File: src/rtl/imm_pkg.sv
// Shared constants for the immediate generator: format codes, the base
// opcodes that select them, and the datapath-width legality check.
package imm_pkg;

  // Resolved immediate format codes (codes 3'b110 and 3'b111 are illegal)
  localparam logic [2:0] FMT_I     = 3'b000;
  localparam logic [2:0] FMT_S     = 3'b001;
  localparam logic [2:0] FMT_B     = 3'b010;
  localparam logic [2:0] FMT_J     = 3'b011;
  localparam logic [2:0] FMT_U     = 3'b100;
  localparam logic [2:0] FMT_SHAMT = 3'b101;
  localparam logic [2:0] FMT_ILL   = 3'b111;

  // Base opcodes recognised by the automatic decoder
  localparam logic [6:0] OP_LOAD   = 7'b0000011;
  localparam logic [6:0] OP_IMM    = 7'b0010011;
  localparam logic [6:0] OP_STORE  = 7'b0100011;
  localparam logic [6:0] OP_BRANCH = 7'b1100011;
  localparam logic [6:0] OP_JAL    = 7'b1101111;
  localparam logic [6:0] OP_JALR   = 7'b1100111;
  localparam logic [6:0] OP_LUI    = 7'b0110111;
  localparam logic [6:0] OP_AUIPC  = 7'b0010111;

  // funct3 values of OP_IMM that carry a shift amount instead of an immediate
  localparam logic [2:0] F3_SLLI   = 3'b001;
  localparam logic [2:0] F3_SRXI   = 3'b101;

  // Only RV32 and RV64 datapaths are supported
  function automatic bit xlen_legal(input int unsigned xlen);
    return (xlen == 32) || (xlen == 64);
  endfunction

endpackage

File: src/rtl/imm_fmt_ext.sv
// Combinational immediate extractor: given an instruction word and a
// resolved format code, assembles the sign/zero-extended XLEN immediate.
module imm_fmt_ext
  import imm_pkg::*;
#(
  parameter int unsigned XLEN = 32
) (
  input  logic [31:0]     inst,
  input  logic [2:0]      fmt,
  output logic [XLEN-1:0] imm,
  output logic            illegal
);

  logic [XLEN-1:0] u_imm;
  logic [XLEN-1:0] sh_imm;

  // U immediate is sign-extended above bit 31 only on a 64-bit datapath;
  // shift amounts are 5 bits on RV32 and 6 bits on RV64.
  if (XLEN > 32) begin : g_wide
    assign u_imm  = {{(XLEN-32){inst[31]}}, inst[31:12], 12'b0};
    assign sh_imm = {{(XLEN-6){1'b0}}, inst[25:20]};
  end else begin : g_narrow
    assign u_imm  = {inst[31:12], 12'b0};
    assign sh_imm = {{(XLEN-5){1'b0}}, inst[24:20]};
  end

  // Select and assemble the immediate for the resolved format
  always_comb begin
    imm     = '0;
    illegal = 1'b0;
    case (fmt)
      FMT_I:     imm = {{(XLEN-12){inst[31]}}, inst[31:20]};
      FMT_S:     imm = {{(XLEN-12){inst[31]}}, inst[31:25], inst[11:7]};
      FMT_B:     imm = {{(XLEN-12){inst[31]}}, inst[7], inst[30:25], inst[11:8], 1'b0};
      FMT_J:     imm = {{(XLEN-20){inst[31]}}, inst[19:12], inst[20], inst[30:21], 1'b0};
      FMT_U:     imm = u_imm;
      FMT_SHAMT: imm = sh_imm;
      default: begin
        imm     = '0;
        illegal = 1'b1;
      end
    endcase
  end

endmodule

File: src/rtl/imm_gen_pipe.sv
// Decode-stage immediate generator. Resolves the immediate format (from the
// opcode or an external select), extends the immediate, and buffers results
// in an output register plus one skid register so in_ready is a pure flop.
module imm_gen_pipe
  import imm_pkg::*;
#(
  parameter int unsigned XLEN        = 32,
  parameter bit          AUTO_DECODE = 1'b1,
  parameter int unsigned TAG_W       = 5
) (
  input  logic             clk,
  input  logic             rst_n,
  input  logic             in_valid,
  output logic             in_ready,
  input  logic [31:0]      in_inst,
  input  logic [2:0]       in_imm_src,
  input  logic [TAG_W-1:0] in_tag,
  output logic             out_valid,
  input  logic             out_ready,
  output logic [XLEN-1:0]  out_imm,
  output logic [2:0]       out_fmt,
  output logic             out_illegal,
  output logic [TAG_W-1:0] out_tag
);

  if (!xlen_legal(XLEN)) begin : g_xlen_check
    $error("imm_gen_pipe: XLEN must be 32 or 64");
  end

  // Occupancy states: nothing held, OUT held, OUT and SKID held
  localparam logic [1:0] ST_EMPTY = 2'b00;
  localparam logic [1:0] ST_ONE   = 2'b01;
  localparam logic [1:0] ST_FULL  = 2'b10;

  logic [2:0]       dec_fmt;
  logic [2:0]       fmt_sel;
  logic [XLEN-1:0]  ext_imm;
  logic             ext_ill;

  logic [1:0]       state;
  logic [1:0]       state_n;
  logic             ready_q;
  logic             valid_q;
  logic             accept;
  logic             consume;
  logic             load_out_new;
  logic             load_out_skid;
  logic             load_skid;

  logic [XLEN-1:0]  skid_imm;
  logic [2:0]       skid_fmt;
  logic             skid_ill;
  logic [TAG_W-1:0] skid_tag;

  // Opcode/funct3 to format map used when AUTO_DECODE is set
  always_comb begin
    dec_fmt = FMT_ILL;
    case (in_inst[6:0])
      OP_LOAD, OP_JALR: dec_fmt = FMT_I;
      OP_IMM: begin
        if ((in_inst[14:12] == F3_SLLI) || (in_inst[14:12] == F3_SRXI)) begin
          dec_fmt = FMT_SHAMT;
        end else begin
          dec_fmt = FMT_I;
        end
      end
      OP_STORE:         dec_fmt = FMT_S;
      OP_BRANCH:        dec_fmt = FMT_B;
      OP_JAL:           dec_fmt = FMT_J;
      OP_LUI, OP_AUIPC: dec_fmt = FMT_U;
      default:          dec_fmt = FMT_ILL;
    endcase
  end

  // Choose the decoded format or the externally supplied one
  always_comb begin
    fmt_sel = in_imm_src;
    if (AUTO_DECODE) begin
      fmt_sel = dec_fmt;
    end
  end

  imm_fmt_ext #(
    .XLEN (XLEN)
  ) u_ext (
    .inst    (in_inst),
    .fmt     (fmt_sel),
    .imm     (ext_imm),
    .illegal (ext_ill)
  );

  assign in_ready  = ready_q;
  assign out_valid = valid_q;
  assign accept    = in_valid && ready_q;
  assign consume   = valid_q && out_ready;

  // Next-state and register-load decisions for the OUT/SKID pair
  always_comb begin
    state_n       = state;
    load_out_new  = 1'b0;
    load_out_skid = 1'b0;
    load_skid     = 1'b0;
    case (state)
      ST_EMPTY: begin
        if (accept) begin
          state_n      = ST_ONE;
          load_out_new = 1'b1;
        end
      end
      ST_ONE: begin
        if (accept && consume) begin
          load_out_new = 1'b1;
        end else if (accept) begin
          state_n   = ST_FULL;
          load_skid = 1'b1;
        end else if (consume) begin
          state_n = ST_EMPTY;
        end
      end
      ST_FULL: begin
        // accept cannot happen here: ready_q is low while FULL
        if (consume) begin
          state_n       = ST_ONE;
          load_out_skid = 1'b1;
        end
      end
      default: state_n = ST_EMPTY;
    endcase
  end

  // Control flops; ready/valid are registered copies of the next state so
  // neither port has a combinational path from out_ready.
  always_ff @(posedge clk) begin
    if (!rst_n) begin
      state   <= ST_EMPTY;
      ready_q <= 1'b1;
      valid_q <= 1'b0;
    end else begin
      state   <= state_n;
      ready_q <= (state_n != ST_FULL);
      valid_q <= (state_n != ST_EMPTY);
    end
  end

  // Output register: loads a fresh result or the parked skid entry
  always_ff @(posedge clk) begin
    if (!rst_n) begin
      out_imm     <= '0;
      out_fmt     <= '0;
      out_illegal <= 1'b0;
      out_tag     <= '0;
    end else if (load_out_new) begin
      out_imm     <= ext_imm;
      out_fmt     <= fmt_sel;
      out_illegal <= ext_ill;
      out_tag     <= in_tag;
    end else if (load_out_skid) begin
      out_imm     <= skid_imm;
      out_fmt     <= skid_fmt;
      out_illegal <= skid_ill;
      out_tag     <= skid_tag;
    end
  end

  // Skid register: parks a result accepted while OUT is stalled
  always_ff @(posedge clk) begin
    if (!rst_n) begin
      skid_imm <= '0;
      skid_fmt <= '0;
      skid_ill <= 1'b0;
      skid_tag <= '0;
    end else if (load_skid) begin
      skid_imm <= ext_imm;
      skid_fmt <= fmt_sel;
      skid_ill <= ext_ill;
      skid_tag <= in_tag;
    end
  end

endmodule

File: config.mk
export PLATFORM = sky130hd
export DESIGN_NAME = imm_gen_pipe
export DESIGN_NICKNAME = d
export VERILOG_FILES = /design/src/rtl/imm_pkg.sv /design/src/rtl/imm_fmt_ext.sv /design/src/rtl/imm_gen_pipe.sv
export SDC_FILE = /design/constraint.sdc
export NUM_CORES = 1
export LEC_CHECK = 0
export BUFFER_PORTS_ARGS = -buffer_cell sky130_fd_sc_hd__buf_2
export CAP_MARGIN = 20
export CORE_MARGIN = 3
export CORE_UTILIZATION = 54
export DETAILED_ROUTE_END_ITERATION = 7
export PLACE_DENSITY = 0.8
export SETUP_SLACK_MARGIN = 0.02
export SLEW_MARGIN = 25
export SYNTH_ARGS = -nofsm -noshare
export SYNTH_HDL_FRONTEND = slang
export SYNTH_SLANG_ARGS = --single-unit
export TNS_END_PERCENT = 1
File: constraint.sdc
create_clock -name clk -period 1.8 [get_ports clk]
set_input_delay 0.18 -clock clk [delete_from_list [all_inputs] [get_ports clk]]
set_output_delay 0.18 -clock clk [all_outputs]
set_load 0.02 [all_outputs]
==> results by group, run 1 <==
STA
  • Hold Vio Cnt, Final: 0
  • Relative slew slack: 0.364
  • Final Max Slew Viols: 0
  • Unrepaired setup endpoints after global routing: yes
  • Worst-Margin Slew: 0.949 ns
  • Min cycle time layout: 1.68 ns
  • Post-Route Setup TNS: 0 ns
  • Setup-failing EPs final: 0
  • Post-route clock period utilization: 0.935
  • Max Fclk: 0.594 GHz
  • Skew final: 0.0100 ns

Synthesis
  • #FFs+latches synth: 86
  • Main synth FF type: dfxtp_1
  • Synth warnings: 0
  • Syn_area_per_cell: 8.27 um2
  • Gate Count Post-Synth: 467
  • Syn Std Cell Area: 3860 um2
  • Count of flip-flops with a built-in enable after synthesis: 0
  • Syn Nets: around 510
  • Seq/Total Area, Yosys: 0.446
  • Post-synth cell types: between 50 and 60
  • Async set-reset flop share out of synthesis: 0

Finish
  • Commonest non-fill, non-tap cell in the layout: dfxtp_1
  • Share of layout cells above drive strength 1: 0.263
  • Nets: 599
  • Non-filler cells, final: 656
  • Most frequent cells in the layout: 86 x dfxtp_1, 83 x buf_2, 79 x a21oi_1
  • Final core utilization: 0.692
  • Number of antenna diodes: 0
  • P&R area growth vs syn: 23.0%

Global routing
  • Initial antenna violation count: 0
  • GRT Overall Usage: 0.257
  • Vias in the first global route: 3610
  • Largest net degree at the start of global routing: 53
  • Grt ovf: 0
  • First-pass GRT wire length: 17400 um

Clock network
  • Clock latency on the worst-skew pair: 0.36 ns
  • TritonCTS Buffers: 9
  • H-tree levels: 3
  • Root buffer cell: clkbuf_8
  • CTS tree: done
  • Clk sinks: 86
  • Hold Buf Count CTS: 0
  • Clock transition at path regs: 0.09 ns
  • Clock Path Buffers: 2

Floorplanning
  • Site Rows: 30
  • Initial Utilization: 0.562
  • Die H: 90.6 um
  • I/O pins: 87
  • Die Span X: 90.6 um
  • Die area: around 8200 um2
  • Core area: 6870 um2

Worst hold path
  • Worst Hold End: skid_tag[0]
  • Hold WC Path Type: input pin to register
  • HP Start: in_tag[0]
  • Hold path depth: 3

Pwr
  • Worst VDD drop: roughly 670 uV
  • Leak: just under 2 nW
  • PwrDens: around 920 nW/um2

Job
  • Max-cap violations: 0

Worst setup path
  • Crit start category: register
  • Worst reg2reg path endpoint: out_imm[21]
  • Crit path launch: out_valid
  • R2r setup slk: 0.12 ns
  • Crit Path Class: register to register
  • Worst-path fanout max: 11
  • CP endpoint kind: register
  • Worst r2r path cells: 5
  • Worst path arrival time: 1.96 ns
  • Start of the worst register-to-register path: out_valid
  • Critical Path RT: about 2.1 ns

Drt
  • Via count: 3923
  • First-pass DRT Iterations: 6
  • Vias per cell: 5.98
  • Post-route ant nets: 0
  • Drt wl/cell: 16.3 um
  • Initial DRC Count: 364
  • Drt total wl: 10700 um
  • DRC violation count after routing: 0

Place
  • Post-placement cell count: 639
  • GPL Wtd Cong: 0.903
  • Post-DP HPWL: between 7000 and 8000 um
  • Port Buffer Count: 83

Run status
  • Status: complete, no violations
## state kept, by name, summed over array words and instances, names as in the netlist
register	count
out_valid	1
out_imm	32
skid_imm	32
in_ready	1
skid_tag	5
state	2
skid_ill	1
out_illegal	1
skid_fmt	3
out_tag	5
out_fmt	3
## logic make-up after synthesis
kind of cell,after synthesis,share of synthesized area
muxes,13,0.0340
DFF,86,0.446
and+or+nand+nor,148,0.189
buffers and inverters,45,0.0499
xor gates and xnor gates,1,0.00227
AOI/OAI and AO/OA,174,0.279
## final cells by class
cell class / count / area (um2)
inverter: 5 / 18.8
timing repair buffer: 117 / 721
tap: 96 / 120
fill: 563 / 2120
sequential: 86 / 1720
clock inverter: 3 / 67.6
clock buffer: 13 / 149
multi-input combinational: 336 / 1950
## worst max path at each step
stage                       end  slack, ns  cells after the start
floorplan           out_imm[31]       0.09                      5
global placement    out_imm[17]      -0.08                      6
detailed placement   out_imm[6]      -0.21                      6
CTS                 out_imm[21]       0.06                      5
global route        out_imm[11]      0.006                      6
finish              out_imm[21]       0.12                      5
## timing repair
| item | 4_1_cts | 5_1_grt |
|---|---|---|
| gates resized for setup | 1 | 1 |
| endpoints found under the hold margin | 0 | 0 |
| setup buffers | 0 | 1 |
| endpoints found under the setup margin | 11 | 19 |
## synth_stat cells, drive strengths merged (2+ instances only)
| cell type | count | share of area |
|---|---|---|
| dfxtp | 86 | 0.45 |
| a21oi | 81 | 0.11 |
| nand2 | 76 | 0.075 |
| o21ai | 38 | 0.049 |
| clkbuf | 29 | 0.029 |
| nor2 | 18 | 0.017 |
| nand3 | 13 | 0.017 |
| a311oi | 12 | 0.027 |
| mux2i | 12 | 0.031 |
| nor3 | 12 | 0.018 |
| buf | 11 | 0.017 |
| o22ai | 11 | 0.018 |
| a221oi | 9 | 0.020 |
| a211oi | 4 | 0.0078 |
| inv | 4 | 0.0039 |
| o221ai | 4 | 0.0091 |
| and3 | 3 | 0.0049 |
| nand2b | 3 | 0.0049 |
| nand3b | 3 | 0.0058 |
| o21a | 3 | 0.0058 |
| a2111oi | 2 | 0.0062 |
| and3b | 2 | 0.0045 |
| nand4 | 2 | 0.0032 |
| nand4b | 2 | 0.0045 |
| nor2b | 2 | 0.0032 |
| nor4 | 2 | 0.0032 |
| or2 | 2 | 0.0032 |
## per-layer routing
metal / routed length, um / GRT usage / vias to the layer above / part of all wire
met3: 883 / 0.0567 / 25 / 0.082
li1: - / - / 1873 / -
met1: 4650 / 0.346 / 1822 / 0.43
met5: 0 / 0 / - / 0
met4: 222 / 0.0982 / 0 / 0.021
met2: 4960 / 0.404 / 203 / 0.46
## power by group
part	switching, mW	internal (mW)	leakage, nW
clock	0.662	0.822	0.104
combinational	0.458	0.293	1.14
sequential	0.0816	2.03	0.701
total	1.20	3.15	1.94
## worst max-delay path, cell delays in order (launching register included)
cell and delay [ns]:
dfxtp_1 0.42, nand2_1 0.18, a21oi_2 0.24, and4_1 0.34, nand2_2 0.21, o22ai_1 0.22
## metrics by stage
stage | worst slack, ns | cell area, um2 | power (mW) | hold slack (ns)
3_5_place_dp | -0.207 | 4520 | 2.89 | 0.440
6_report | 0.117 | 4750 | 4.35 | 0.0615
4_1_cts | 0.0649 | 4740 | 4.35 | 0.0537
2_1_floorplan | 0.0893 | 3860 | 2.59 | 0.273
5_1_grt | 0.00552 | 4750 | 4.52 | 0.0694
3_3_place_gp | -0.0817 | 4520 | 2.87 | 0.433
Note: power is estimated with default switching activity, not from simulation.
==> inputs of run 2 (changes only) <==
--- a/config.mk
+++ b/config.mk
@@ -8,9 +8,10 @@
 export BUFFER_PORTS_ARGS = -buffer_cell sky130_fd_sc_hd__buf_2
 export CAP_MARGIN = 20
 export CORE_MARGIN = 3
-export CORE_UTILIZATION = 54
+export CORE_UTILIZATION = 55
+export CTS_BUF_LIST = sky130_fd_sc_hd__clkbuf_4 sky130_fd_sc_hd__clkbuf_8
 export DETAILED_ROUTE_END_ITERATION = 7
-export PLACE_DENSITY = 0.8
+export PLACE_DENSITY = 0.81
 export SETUP_SLACK_MARGIN = 0.02
 export SLEW_MARGIN = 25
 export SYNTH_ARGS = -nofsm -noshare
==> results by group, run 2 (same netlist as run 1, synthesis figures left out) <==
Run status
  • Status: complete, no violations

Worst hold path
  • Hold WC Path Type: input pin to register
  • Hold path depth: 3

Floorplanning
  • Core area: ~6600 um2
  • Site Rows: 29
  • I/O pins: 87
  • Die Span X: around 90 um
  • Die H: between 80 and 90 um
  • Initial Utilization: 0.588
  • Die area: about 8100 um2

Worst setup path
  • CP max stage delay: 0.43 ns
  • Worst-path fanout max: 15
  • Critical Path RT: 2.05 ns
  • CP endpoint kind: register
  • Critical Path Slowest Stage Cell: dfxtp_1
  • Worst path arrival time: 1.84 ns
  • Crit start category: register
  • Buffers and inverters on the worst path: 1
  • Worst r2r path cells: 6
  • Crit Path Class: register to register
  • Crit. path cell count: 6
  • Critical path's most frequent cell: o21ai_0
  • Crit-path cells: nand4b_1, buf_4, nand2_1, o21ai_0, o21ai_0, a21oi_1
  • Crit-path leading delay family: flip-flops

STA
  • Post-Route Setup TNS: 0 ns
  • Hold Vio Cnt, Final: 0
  • Worst-Margin Slew: a little over 0.4 ns
  • Relative slew slack: 0.725
  • Min cycle time layout: 1.59 ns
  • Max Fclk: ~0.63 GHz
  • Post-route clock period utilization: 0.883
  • Skew final: 0.00553 ns
  • Final Max Slew Viols: 0
  • PnR worst setup slack: 0.211 ns
  • Unrepaired setup endpoints after global routing: no
  • Setup-failing EPs final: 0

Clock network
  • Clk sinks: 86
  • Root buffer cell: clkbuf_8
  • TritonCTS Buffers: 9
  • Clock Path Buffers: 2
  • Clock transition at path regs: 0.09 ns
  • Post-CTS setup buffer count: 0
  • Post-cts resize count: 0
  • CTS tree: done
  • H-tree levels: 3
  • Clock latency on the worst-skew pair: 0.36 ns
  • Hold Buf Count CTS: 0

Global routing
  • Vias in the first global route: 3677
  • GRT Overall Usage: 0.254
  • Largest net degree at the start of global routing: 35
  • First-pass GRT wire length: 17300 um
  • Initial antenna violation count: 0
  • Grt ovf: 0

Drt
  • Vias per cell: 6.08
  • Post-route ant nets: 0
  • Drt wl/cell: 16.1 um
  • Initial DRC Count: 310
  • Via count: ~4000
  • Drt total wl: between 10000 and 15000 um
  • DRC violation count after routing: 0
  • First-pass DRT Iterations: 5

Finish
  • Multi-input gate area: around 2000 um2
  • Storage element area: around 1700 um2
  • Commonest non-fill, non-tap cell in the layout: dfxtp_1
  • FILL cells: approximately 520
  • P&R area growth vs syn: 21.5%
  • Final core utilization: 0.714
  • Nets: approximately 590
  • Share of layout cells above drive strength 1: 0.261
  • Most frequent cells in the layout: 85 x dfxtp_1, 83 x buf_2, 79 x a21oi_1
  • Regs by FF count: out_imm: 32 flops, skid_imm: 32 flops
  • Number of antenna diodes: 0

Place
  • GPL Wtd Cong: 0.930
  • Setup WS pre-CTS: -0.0163 ns
  • Port Buffer Count: 83
  • Post-DP HPWL: 7200 um

Pwr
  • Leak: approximately 1.9 nW
  • Worst VDD drop: 665 uV
  • PwrDens: ~900 nW/um2

Job
  • Max-cap violations: 0
==> run 2: changes by cell type in the layout (fill, tap and decap cells not counted), sizes merged <==
cell	change
inv	+3
clkbuf	-4
clkinv	+3
clkinvlp	-1
buf	-8
bufinv	-1
==> run 2: final timing paths <==
kind                from           to  slack, ns
min            in_tag[3]  skid_tag[3]       0.06
max reg2reg    out_valid  out_imm[14]       0.21
max            out_valid  out_imm[14]       0.21
min reg2reg  skid_imm[9]  skid_imm[9]       0.46
==> run 2: metal layers <==
metal | share of wire | GRT usage | up-vias
met3 | 0.069 | 0.0559 | 24
met5 | 0 | 0 | -
met4 | 0.016 | 0.0805 | 0
met2 | 0.49 | 0.420 | 177
met1 | 0.43 | 0.333 | 1859
li1 | - | - | 1861
==> run 2: power by group <==
group          switching (mW)  leakage [nW]  internal, mW  total [mW]
Combinational           0.450          1.11         0.285       0.735
Sequential             0.0809         0.701          2.04        2.12
Clock                   0.728         0.105         0.659        1.39
Total                    1.26          1.91          2.98        4.24
==> run 2: through the flow <==
step | instance area (um2) | total power, mW | hold WS [ns] | instances
2_1_floorplan | 3860 | 2.59 | 0.273 | 467
3_3_place_gp | 4480 | 2.85 | 0.435 | 629
3_5_place_dp | 4480 | 2.88 | 0.444 | 629
4_1_cts | 4680 | 4.24 | 0.0625 | 645
5_1_grt | 4690 | 4.42 | 0.0722 | 645
6_report | 4690 | 4.24 | 0.0645 | 645
==> run 2: worst reg2reg max path: cells and delay by family (launching register included) <==
kind,cells,cell delay [ns]
compound gates,3,0.36
simple gates,2,0.40
buf+inv,1,0.31
flops,1,0.43
==> run 2: cell type report <==
cell class,instances,area share
Clock inverter,7,0.0168
Tap cell,93,0.0248
Multi-Input combinational cell,336,0.417
Inverter,5,0.00400
Sequential cell,86,0.367
Timing Repair Buffer,109,0.144
Clock buffer,9,0.0264
==> inputs of run 3 (changes only) <==
--- a/config.mk
+++ b/config.mk
@@ -5,13 +5,15 @@
 export SDC_FILE = /design/constraint.sdc
 export NUM_CORES = 1
 export LEC_CHECK = 0
+export ABC_AREA = 1
 export BUFFER_PORTS_ARGS = -buffer_cell sky130_fd_sc_hd__buf_2
 export CAP_MARGIN = 20
 export CORE_MARGIN = 3
 export CORE_UTILIZATION = 55
 export CTS_BUF_LIST = sky130_fd_sc_hd__clkbuf_4 sky130_fd_sc_hd__clkbuf_8
 export DETAILED_ROUTE_END_ITERATION = 7
-export PLACE_DENSITY = 0.81
+export MAX_ROUTING_LAYER = met4
+export PLACE_DENSITY = 0.8
 export SETUP_SLACK_MARGIN = 0.02
 export SLEW_MARGIN = 25
 export SYNTH_ARGS = -nofsm -noshare
==> results by group, run 3 <==
Run status
  • Status: complete, no violations

Pwr
  • Switching share of total power: 0.297
  • PwrDens: between 800 and 900 nW/um2
  • Worst VDD drop: 447 uV
  • Clock power frac: 0.337
  • Seq pwr share: 0.500
  • Leak: 2.51 nW
  • Switching Power: 1.25 mW
  • Logic pwr share: 0.163
  • Int Pwr: 2.95 mW

Worst setup path
  • CP max stage delay: 0.37 ns
  • Critical Path RT: around 2.1 ns
  • CP endpoint kind: register
  • Worst path arrival time: between 1.5 and 2 ns
  • Worst r2r path cells: 8
  • Start of the worst register-to-register path: out_valid
  • Crit start category: register
  • Crit-path cells: nand2_1, nand2_1, nand2_2, inv_1, nand2_2, inv_4, nand2_1, a21oi_2
  • Worst-path fanout max: 26
  • Critical Path Slowest Stage Cell: dfxtp_1
  • Crit Path Class: register to register
  • R2r setup slk: 0.14 ns
  • Worst reg2reg path endpoint: out_imm[13]
  • Critical path's most frequent cell: nand2_1

Drt
  • Initial DRC Count: 201
  • Post-route ant nets: 0
  • Drt total wl: 10600 um
  • Via count: between 4000 and 5000
  • Vias per cell: 5.14
  • DRC violation count after routing: 0
  • First-pass DRT Iterations: 5
  • Drt wl/cell: 12.9 um

Clock network
  • TritonCTS Buffers: 9
  • Clk sinks: 86
  • Post-CTS setup buffer count: 0
  • Root buffer cell: clkbuf_8
  • Hold Buf Count CTS: 0
  • Post-cts resize count: 0
  • Clock transition at path regs: 0.09 ns
  • CTS tree: done
  • Clock latency on the worst-skew pair: 0.36 ns
  • Clock Path Buffers: 2
  • H-tree levels: 3

Worst hold path
  • Hold WC Path Type: input pin to register
  • Worst Hold End: skid_tag[1]
  • Hold path depth: 3
  • HP Start: in_tag[1]

Floorplanning
  • Initial Utilization: 0.586
  • Die Span X: 95.3 um
  • Core area: between 7000 and 8000 um2
  • I/O pins: 87
  • Die H: 95.3 um
  • Die area: slightly above 9000 um2
  • Site Rows: 31

STA
  • Min cycle time layout: around 1.7 ns
  • Hold Vio Cnt, Final: 0
  • Post-route clock period utilization: 0.922
  • Max Fclk: 0.603 GHz
  • Unrepaired setup endpoints after global routing: no
  • Relative slew slack: 0.651
  • Fin Hold WS: roughly 0.058 ns
  • Post-Route Setup TNS: 0 ns
  • Setup-failing EPs final: 0
  • Skew final: between 0.01 and 0.015 ns
  • Final Max Slew Viols: 0
  • Worst-Margin Slew: between 0.5 and 0.6 ns

Finish
  • Regs by FF count: out_imm: 32 flops, skid_imm: 32 flops
  • Final instance area: around 5000 um2
  • Most frequent cells in the layout: 102 x nand2_1, 91 x inv_1, 86 x dfxtp_1
  • Share of layout cells above drive strength 1: 0.260
  • Final core utilization: 0.676
  • Number of antenna diodes: 0
  • Nets: 757
  • FILL cells: 677
  • P&R area growth vs syn: 15.3%
  • Commonest non-fill, non-tap cell in the layout: nand2_1

Synthesis
  • Gate Count Post-Synth: around 640
  • Seq/Total Area, Yosys: 0.392
  • Share of the synthesized area in the top cell type: 0.392
  • Commonest cells in the netlist: 102 x nand2_1, 91 x inv_1, 86 x dfxtp_1
  • Count leader, synth: nand2_1
  • Post-Synth XOR/XNOR Area: 0
  • Largest area contributor in the netlist: dfxtp_1
  • Largest family of logic cells by synthesized area: simple AND/OR/NAND/NOR gates
  • Synth warnings: 0
  • Syn Std Cell Area: about 4400 um2
  • Synth Area in Simple Gates: 0.250
  • Synth area leaders: dfxtp_1 39%, nand2_1 8.7%, o21ai_0 7.9%
  • Count of flip-flops with a built-in enable after synthesis: 0
  • Syn Nets: roughly 690
  • Synth Area in Compound Gates: 0.220
  • Synth Area in Adders: 0
  • Async set-reset flop share out of synthesis: 0
  • Main synth FF type: dfxtp_1
  • Post-synth cell types: 32
  • #FFs+latches synth: 86
  • Syn_area_per_cell: between 6 and 7 um2
  • Mux share of post-synthesis cell area: 0

Place
  • GPL Wtd Cong: 0.907
  • Port Buffer Count: 83
  • Post-DP HPWL: 7290 um
  • Placed inst area: approximately 4900 um2

Job
  • Max-cap violations: 0

Global routing
  • Initial antenna violation count: 0
  • GRT Overall Usage: 0.245
  • First-pass GRT wire length: 17100 um
  • Vias in the first global route: 3722
  • Largest net degree at the start of global routing: 55
  • Grt ovf: 0
## run 3: metrics by stage
step / power, mW / cells / setup slack, ns
2_1_floorplan: 2.59 / 641 / 0.320
3_3_place_gp: 2.80 / 801 / 0.153
3_5_place_dp: 2.82 / 801 / 0.0859
4_1_cts: 4.21 / 817 / 0.0520
5_1_grt: 4.38 / 817 / 0.0324
6_report: 4.19 / 817 / 0.140
## run 3: logic make-up (layout without fill, tap and decap cells)
kind of cell | Yosys count | count (layout)
AOI/OAI and AO/OA | 173 | 173
buffers and inverters | 135 | 212
DFF | 86 | 86
and+or+nand+nor | 247 | 247
## run 3: worst max-delay path: cells and delay by family (launching register included)
| kind | cells | cell delay, ns |
|---|---|---|
| DFF | 1 | 0.37 |
| buffers and inverters | 2 | 0.48 |
| AOI/OAI and AO/OA | 1 | 0.14 |
| and+or+nand+nor | 5 | 0.60 |
## run 3: cell type report
cell class | instances | area, um2 | share of cell area
repair buffers | 97 | 558 | 0.110
multi-input cells | 420 | 2070 | 0.409
flip-flops and latches | 86 | 1720 | 0.340
inverters | 99 | 382 | 0.0754
clock buffers | 10 | 138 | 0.0272
well taps | 99 | 124 | 0.0245
clock inverters | 6 | 68.8 | 0.0136
## run 3: how the worst max path moves through the flow
| stage | endpoint | cells past startpoint | start |
|---|---|---|---|
| 3_3_place_gp | skid_imm[18] | 7 | out_valid |
| 4_1_cts | skid_imm[13] | 7 | out_valid |
| 5_1_grt | out_imm[11] | 8 | out_valid |
| 3_5_place_dp | skid_imm[27] | 7 | out_valid |
| 2_1_floorplan | out_imm[31] | 7 | out_valid |
| 6_report | out_imm[13] | 8 | out_valid |
## run 3: power groups by stage
stage | clock network [mW] | registers (mW) | logic [mW]
final | 1.41 | 2.09 | 0.685
after global routing | 1.51 | 2.11 | 0.769
after CTS | 1.43 | 2.09 | 0.687
after detailed placement | 0 | 2.14 | 0.683
after global placement | 0 | 2.13 | 0.666
after floorplan | 0 | 2.20 | 0.392
## run 3: metal layers
layer	routed length, um	global-route usage
met1	4760	0.319
met2	4980	0.388
met3	712	0.0434
met4	129	0.0769
met5	0	-
